[src/rtl/alu_ctrl_pkg.sv]
// Shared encodings for the instruction sequencer: RV32I opcode fields, ALU control
// values, immediate-select codes and the sequencer state type.
package alu_ctrl_pkg;

   localparam logic [6:0] OPC_OPIMM  = 7'b0010011;
   localparam logic [6:0] OPC_OP     = 7'b0110011;
   localparam logic [6:0] OPC_BRANCH = 7'b1100011;
   localparam logic [2:0] F3_ADD     = 3'b000;
   localparam logic [2:0] F3_BNE     = 3'b001;
   localparam logic [6:0] F7_ADD     = 7'b0000000;

   localparam logic ALU_ADD = 1'b0;
   localparam logic ALU_SUB = 1'b1;

   localparam logic IMM_SEL_I = 1'b0;
   localparam logic IMM_SEL_B = 1'b1;

   typedef enum logic [1:0] {
      IDLE   = 2'd0,
      DECODE = 2'd1,
      EXEC   = 2'd2
   } seq_state_t;

endpackage

[src/rtl/instr_sequencer_imm_ext.sv]
// imm_ext: combinational sign extension of the RV32I I-type or B-type immediate,
// chosen by imm_sel, to DATA_WIDTH bits.
module imm_ext
   import alu_ctrl_pkg::*;
#(
   parameter int DATA_WIDTH = 32
) (
   input  logic [31:0]           word,
   input  logic                  imm_sel,
   output logic [DATA_WIDTH-1:0] imm
);

   // Immediate field extraction and sign extension
   always_comb begin
      imm = '0;
      case (imm_sel)
         IMM_SEL_I: imm = {{(DATA_WIDTH-12){word[31]}}, word[31:20]};
         IMM_SEL_B: imm = {{(DATA_WIDTH-13){word[31]}}, word[31], word[7],
                           word[30:25], word[11:8], 1'b0};
         default:   imm = '0;
      endcase
   end

endmodule

[src/rtl/instr_sequencer.sv]
// instr_sequencer: three-state (IDLE/DECODE/EXEC) control sequencer for ADDI, ADD and BNE.
// Optional macro INSTR_SEQ_RETIRE_CNT_EN adds a retired-instruction counter output.
module instr_sequencer
   import alu_ctrl_pkg::*;
#(
   parameter int                    DATA_WIDTH          = 32,
   parameter int                    REG_FILE_ADDR_WIDTH = 5,
   parameter logic [DATA_WIDTH-1:0] RESET_PC            = '0
) (
   input  logic                           clk,
   input  logic                           rst_n,
   input  logic                           instr_valid,
   input  logic [31:0]                    instr,
   output logic                           instr_ready,
   input  logic                           EQ,
   output logic [REG_FILE_ADDR_WIDTH-1:0] AD1,
   output logic [REG_FILE_ADDR_WIDTH-1:0] AD2,
   output logic [REG_FILE_ADDR_WIDTH-1:0] AD3,
   output logic                           WE3,
   output logic                           ALUsrc,
   output logic                           ALUctrl,
   output logic [DATA_WIDTH-1:0]          ImmOp,
   output logic [DATA_WIDTH-1:0]          pc,
   output logic                           retire,
   output logic                           illegal
`ifdef INSTR_SEQ_RETIRE_CNT_EN
   ,
   output logic [DATA_WIDTH-1:0]          retire_cnt
`endif
);

   localparam logic [DATA_WIDTH-1:0] PC_STEP = DATA_WIDTH'(4);

   seq_state_t            state;
   logic [31:0]           ir;
   logic                  legal;
   logic                  is_bne;
   logic                  dec_legal;
   logic                  dec_bne;
   logic                  dec_alusrc;
   logic                  dec_aluctrl;
   logic                  dec_use_imm;
   logic [31:0]           imm_word;
   logic                  imm_sel;
   logic [DATA_WIDTH-1:0] imm_val;

   assign instr_ready = (state == IDLE);

   // Decode the offered word so the control registers are valid throughout DECODE
   always_comb begin
      dec_legal   = 1'b0;
      dec_bne     = 1'b0;
      dec_alusrc  = 1'b0;
      dec_aluctrl = ALU_ADD;
      dec_use_imm = 1'b0;
      if (instr[6:0] == OPC_OPIMM && instr[14:12] == F3_ADD) begin
         dec_legal   = 1'b1;
         dec_alusrc  = 1'b1;
         dec_use_imm = 1'b1;
      end else if (instr[6:0] == OPC_OP && instr[14:12] == F3_ADD && instr[31:25] == F7_ADD) begin
         dec_legal = 1'b1;
      end else if (instr[6:0] == OPC_BRANCH && instr[14:12] == F3_BNE) begin
         dec_legal   = 1'b1;
         dec_bne     = 1'b1;
         dec_aluctrl = ALU_SUB;
      end else begin
         dec_legal = 1'b0;
      end
   end

   // One extender serves both the I-type immediate at accept and the branch offset in EXEC
   always_comb begin
      imm_word = ir;
      imm_sel  = IMM_SEL_B;
      if (state == IDLE) begin
         imm_word = instr;
         imm_sel  = IMM_SEL_I;
      end else begin
         imm_word = ir;
         imm_sel  = IMM_SEL_B;
      end
   end

   imm_ext #(.DATA_WIDTH(DATA_WIDTH)) u_imm_ext (
      .word    (imm_word),
      .imm_sel (imm_sel),
      .imm     (imm_val)
   );

   // Sequencer state, PC and registered datapath controls
   always_ff @(posedge clk or negedge rst_n) begin
      if (!rst_n) begin
         state   <= IDLE;
         ir      <= 32'h0000_0000;
         pc      <= RESET_PC;
         legal   <= 1'b0;
         is_bne  <= 1'b0;
         AD1     <= '0;
         AD2     <= '0;
         AD3     <= '0;
         WE3     <= 1'b0;
         ALUsrc  <= 1'b0;
         ALUctrl <= 1'b0;
         ImmOp   <= '0;
         retire  <= 1'b0;
         illegal <= 1'b0;
      end else begin
         WE3     <= 1'b0;
         retire  <= 1'b0;
         illegal <= 1'b0;
         case (state)
            IDLE: begin
               if (instr_valid) begin
                  state   <= DECODE;
                  ir      <= instr;
                  legal   <= dec_legal;
                  is_bne  <= dec_bne;
                  AD1     <= REG_FILE_ADDR_WIDTH'(instr[19:15]);
                  AD2     <= REG_FILE_ADDR_WIDTH'(instr[24:20]);
                  AD3     <= REG_FILE_ADDR_WIDTH'(instr[11:7]);
                  ALUsrc  <= dec_alusrc;
                  ALUctrl <= dec_aluctrl;
                  ImmOp   <= dec_use_imm ? imm_val : '0;
               end else begin
                  state <= IDLE;
               end
            end
            DECODE: begin
               if (legal) begin
                  state <= EXEC;
                  WE3   <= !is_bne && (ir[11:7] != 5'd0);
               end else begin
                  state   <= IDLE;
                  illegal <= 1'b1;
                  pc      <= pc + PC_STEP;
               end
            end
            EXEC: begin
               state  <= IDLE;
               retire <= 1'b1;
               pc     <= (is_bne && !EQ) ? pc + imm_val : pc + PC_STEP;
            end
            default: state <= IDLE;
         endcase
      end
   end

`ifdef INSTR_SEQ_RETIRE_CNT_EN
   // Count completed instructions; dropped illegal words are not counted
   always_ff @(posedge clk or negedge rst_n) begin
      if (!rst_n) begin
         retire_cnt <= '0;
      end else if (retire) begin
         retire_cnt <= retire_cnt + DATA_WIDTH'(1);
      end else begin
         retire_cnt <= retire_cnt;
      end
   end
`endif

endmodule

[config.mk]
export PLATFORM = sky130hd
export DESIGN_NAME = instr_sequencer
export DESIGN_NICKNAME = d
export VERILOG_FILES = /design/src/rtl/alu_ctrl_pkg.sv /design/src/rtl/instr_sequencer_imm_ext.sv /design/src/rtl/instr_sequencer.sv
export SDC_FILE = /design/constraint.sdc
export NUM_CORES = 1
export LEC_CHECK = 0
export ABC_AREA = 1
export ABC_CLOCK_PERIOD_IN_PS = 3050
export CAP_MARGIN = 20
export CORE_MARGIN = 2
export CORE_UTILIZATION = 45
export DETAILED_ROUTE_END_ITERATION = 12
export GPL_TIMING_DRIVEN = 0
export MAX_ROUTING_LAYER = met4
export PLACE_DENSITY = 0.7
export SKIP_LAST_GASP = 1
export SLEW_MARGIN = 20
export SYNTH_ARGS = -nofsm -noshare
export SYNTH_HDL_FRONTEND = slang
export SYNTH_SLANG_ARGS = --single-unit
[constraint.sdc]
create_clock -name clk -period 3.05 [get_ports clk]
set_clock_uncertainty 0.15 [all_clocks]
set_input_delay 0.7625 -clock clk [delete_from_list [all_inputs] [get_ports clk]]
set_output_delay 0.7625 -clock clk [all_outputs]
set_load 0.1 [all_outputs]
==> impl_metrics.tcl <==
set metrics [dict create \
    num_rows 44 \
    grt_pass1_wl_um 34900 \
    cts.sinks 75 \
    hold_violations 0 \
    worst_pin_slew_ns 1.04 \
    hold-worst-slack_ns 0.161 \
    cts_tree "built" \
    antenna_cells 0 \
    fin_nets 1277 \
    place_hpwl_um 17000 \
    path_buf_inv 1 \
    crit_fanout 7 \
    first_pass_iters 5 \
    num_io_pins 121 \
    core-area_sq_mm 0.0144 \
    cts_hold_buf 0 \
    grt_max_degree 55 \
    syn2layout_area_growth_pct 37.7 \
    required_ns 2.14 \
    slowest_stage "clkdlybuf4s50_1" \
    drt_first_iter_violations 531 \
    die_width_um 125 \
    clk_latency_ns 0.34 \
    finalCriticalPeriod_ns 3.03 \
    ir_drop_v 0.000729 \
    port_buffers 120 \
    layout.cells.non_filler 1396 \
    wl_per_cell_um 16.4 \
    numCtsBuffers 9 \
    crit_path_end_kind "output pin" \
    fin_crit_sh_pct 99.2 \
    cts-root-buf "clkbuf_16" \
    fmax_mhz 330 \
    track_usage_pct 28.8 \
    drt_wl_total_um 22900 \
    hp-class "in -> async" \
    finalSetupViolations 0 \
    path_delay_family "buffers and inverters" \
    fp.dieH_um 125 \
    grt_overflow 0 \
    cp_cell_sequence "clkdlybuf4s50_1" \
    run_status "complete, no violations" \
    maxSlewHeadroom_pct 30.2 \
    mostFrequentLayoutCells "359 x nand2_1, 128 x inv_1, 89 x clkdlybuf4s50_1, 74 x dfrtp_1, 74 x nand3_1" \
    place_area_sq_mm 0.00807 \
    clockBufferDepth 2 \
    clk_pin_slew_ns 0.06 \
    dieArea_sq_mm 0.0157 \
    timing_worst_setup_path_type "reg -> out" \
    antenna_left 0 \
    drc 0 \
    drv_slew 0 \
    cp_slowest_stage_delay_ns 1.21 \
    netlist_instances 1054 \
    maxCapViolCount 0 \
    synth.distinct_cells 45 \
    power_density_mw_per_mm2 919 \
    synth_edf_count 0 \
    syn_avg_cell_area_sq_um 6.28 \
    design_area_sq_mm 0.00911 \
    antenna_found_initial 0 \
    cts_htree_levels 3 \
    start_util_pct 45.9 \
    synthFlopType "dfrtp_1" \
    grt_pass1_vias 6638 \
    vias_per_cell 5.27 \
    ys_seq_elements 75 \
    postSynth.asyncResetShare_pct 100 \
    gp_congestion 0.931 \
    critPathArrivalTime_ns 2.11 \
    p_total_mw 8.37 \
    syn-cell-area_sq_mm 0.00662 \
    rsz0062_at_grt "yes" \
    drive_gt1_share_pct 19.8 \
    tns_ns 0 \
    dp_cells 1359 \
    crit_path_start_kind "flop" \
    yosys_warnings 0 \
    synth_seq_area_share_pct 28.4 \
    leakagePower_nw 4.63 \
    final_common_cell "nand2_1" \
    synth_nets 1124 \
    num_vias 7363 \
]
-- final timing paths --
kind	from	end	slack, ns	cells after the start
setup / recovery	pc[22]	pc[22]	0.02	1
hold / removal	rst_n	ImmOp[0]	0.16	1
setup reg to reg	state[1]	pc[30]	0.06	16
hold reg to reg	legal	illegal	0.31	1
max in group asynchronous	rst_n	pc[14]	2.00	2
min in group clk	legal	illegal	0.31	1
-- cells by family after synthesis --
| kind of cell | synth area share (%) |
|---|---|
| flip-flops | 28.4 |
| buffers and inverters | 13.1 |
| adder cells (fa/ha/maj) | 6.54 |
| AND/OR/NAND/NOR | 39.9 |
| XOR/XNOR | 2.38 |
| AO/OA/AOI/OAI | 9.78 |
-- state kept, by name, indices dropped and copies added, names as in the netlist --
| register | cells |
|---|---|
| AD1 | 4 |
| AD2 | 4 |
| AD3 | 4 |
| ALUsrc | 1 |
| ImmOp | 13 |
| WE3 | 1 |
| illegal | 1 |
| ir | 10 |
| is_bne | 1 |
| legal | 1 |
| pc | 32 |
| retire | 1 |
| state | 2 |
-- per-stage QoR --
stage / util (%) / worst slack (ns)
after floorplan: - / 0.161
after global placement: 55.8 / -1.70
after detailed placement: 56.0 / -0.973
after CTS: 61.0 / -0.0124
after global routing: 63.1 / -0.0635
final: 63.1 / 0.0236
-- cells in the mapped netlist (5+ instances only) --
cell type	instances	area share [%]
buf_2	6	0.45
xor2_1	11	1.5
a21oi_1	40	3.0
nor2_2	9	0.85
nor2_1	81	4.6
nor3_1	12	0.91
nand4_1	11	1.0
o21bai_1	9	1.0
nor2_4	5	0.85
buf_4	35	4.0
o21ai_1	6	0.45
nand2_2	7	0.66
xnor2_1	7	0.93
nand2_1	387	22
dfrtp_1	75	28
inv_1	134	7.6
ha_1	33	6.2
o21ai_0	45	3.4
nand3b_1	6	0.68
clkbuf_1	13	0.74
nand3_1	81	6.1
-- per-layer routing --
metal | share of wire [%] | global-route usage (%) | up-vias
li1 | - | - | 3617
met1 | 45 | 40.3 | 3416
met2 | 44 | 42.4 | 290
met3 | 8.5 | 6.20 | 40
met4 | 2.1 | 7.52 | 0
met5 | 0 | - | -
-- where the power goes --
| group | switching (mW) | total [mW] | internal (mW) |
|---|---|---|---|
| sequential | 0.369 | 1.58 | 1.21 |
| clock | 0.457 | 1.12 | 0.663 |
| combinational | 3.84 | 5.67 | 1.84 |
-- final cells by class --
class | count | area, sq um
clock buffer | 10 | 239
multi-input combinational | 786 | 4470
timing repair buffer | 142 | 1340
tap | 184 | 230
fill | 1362 | 5320
buffer | 55 | 360
sequential | 75 | 1880
clock inverter | 6 | 71.3
inverter | 138 | 522
-- repair_timing --
| item | CTS | global route |
|---|---|---|
| gates resized for setup | 94 | 124 |
| setup endpoints to repair | 44 | 49 |
| setup buffers | 5 | 15 |
| endpoints found under the hold margin | 0 | 0 |
| pin swaps | 5 | 29 |
| gates cloned | 1 | 0 |
Note: power is estimated with default switching activity, not from simulation.
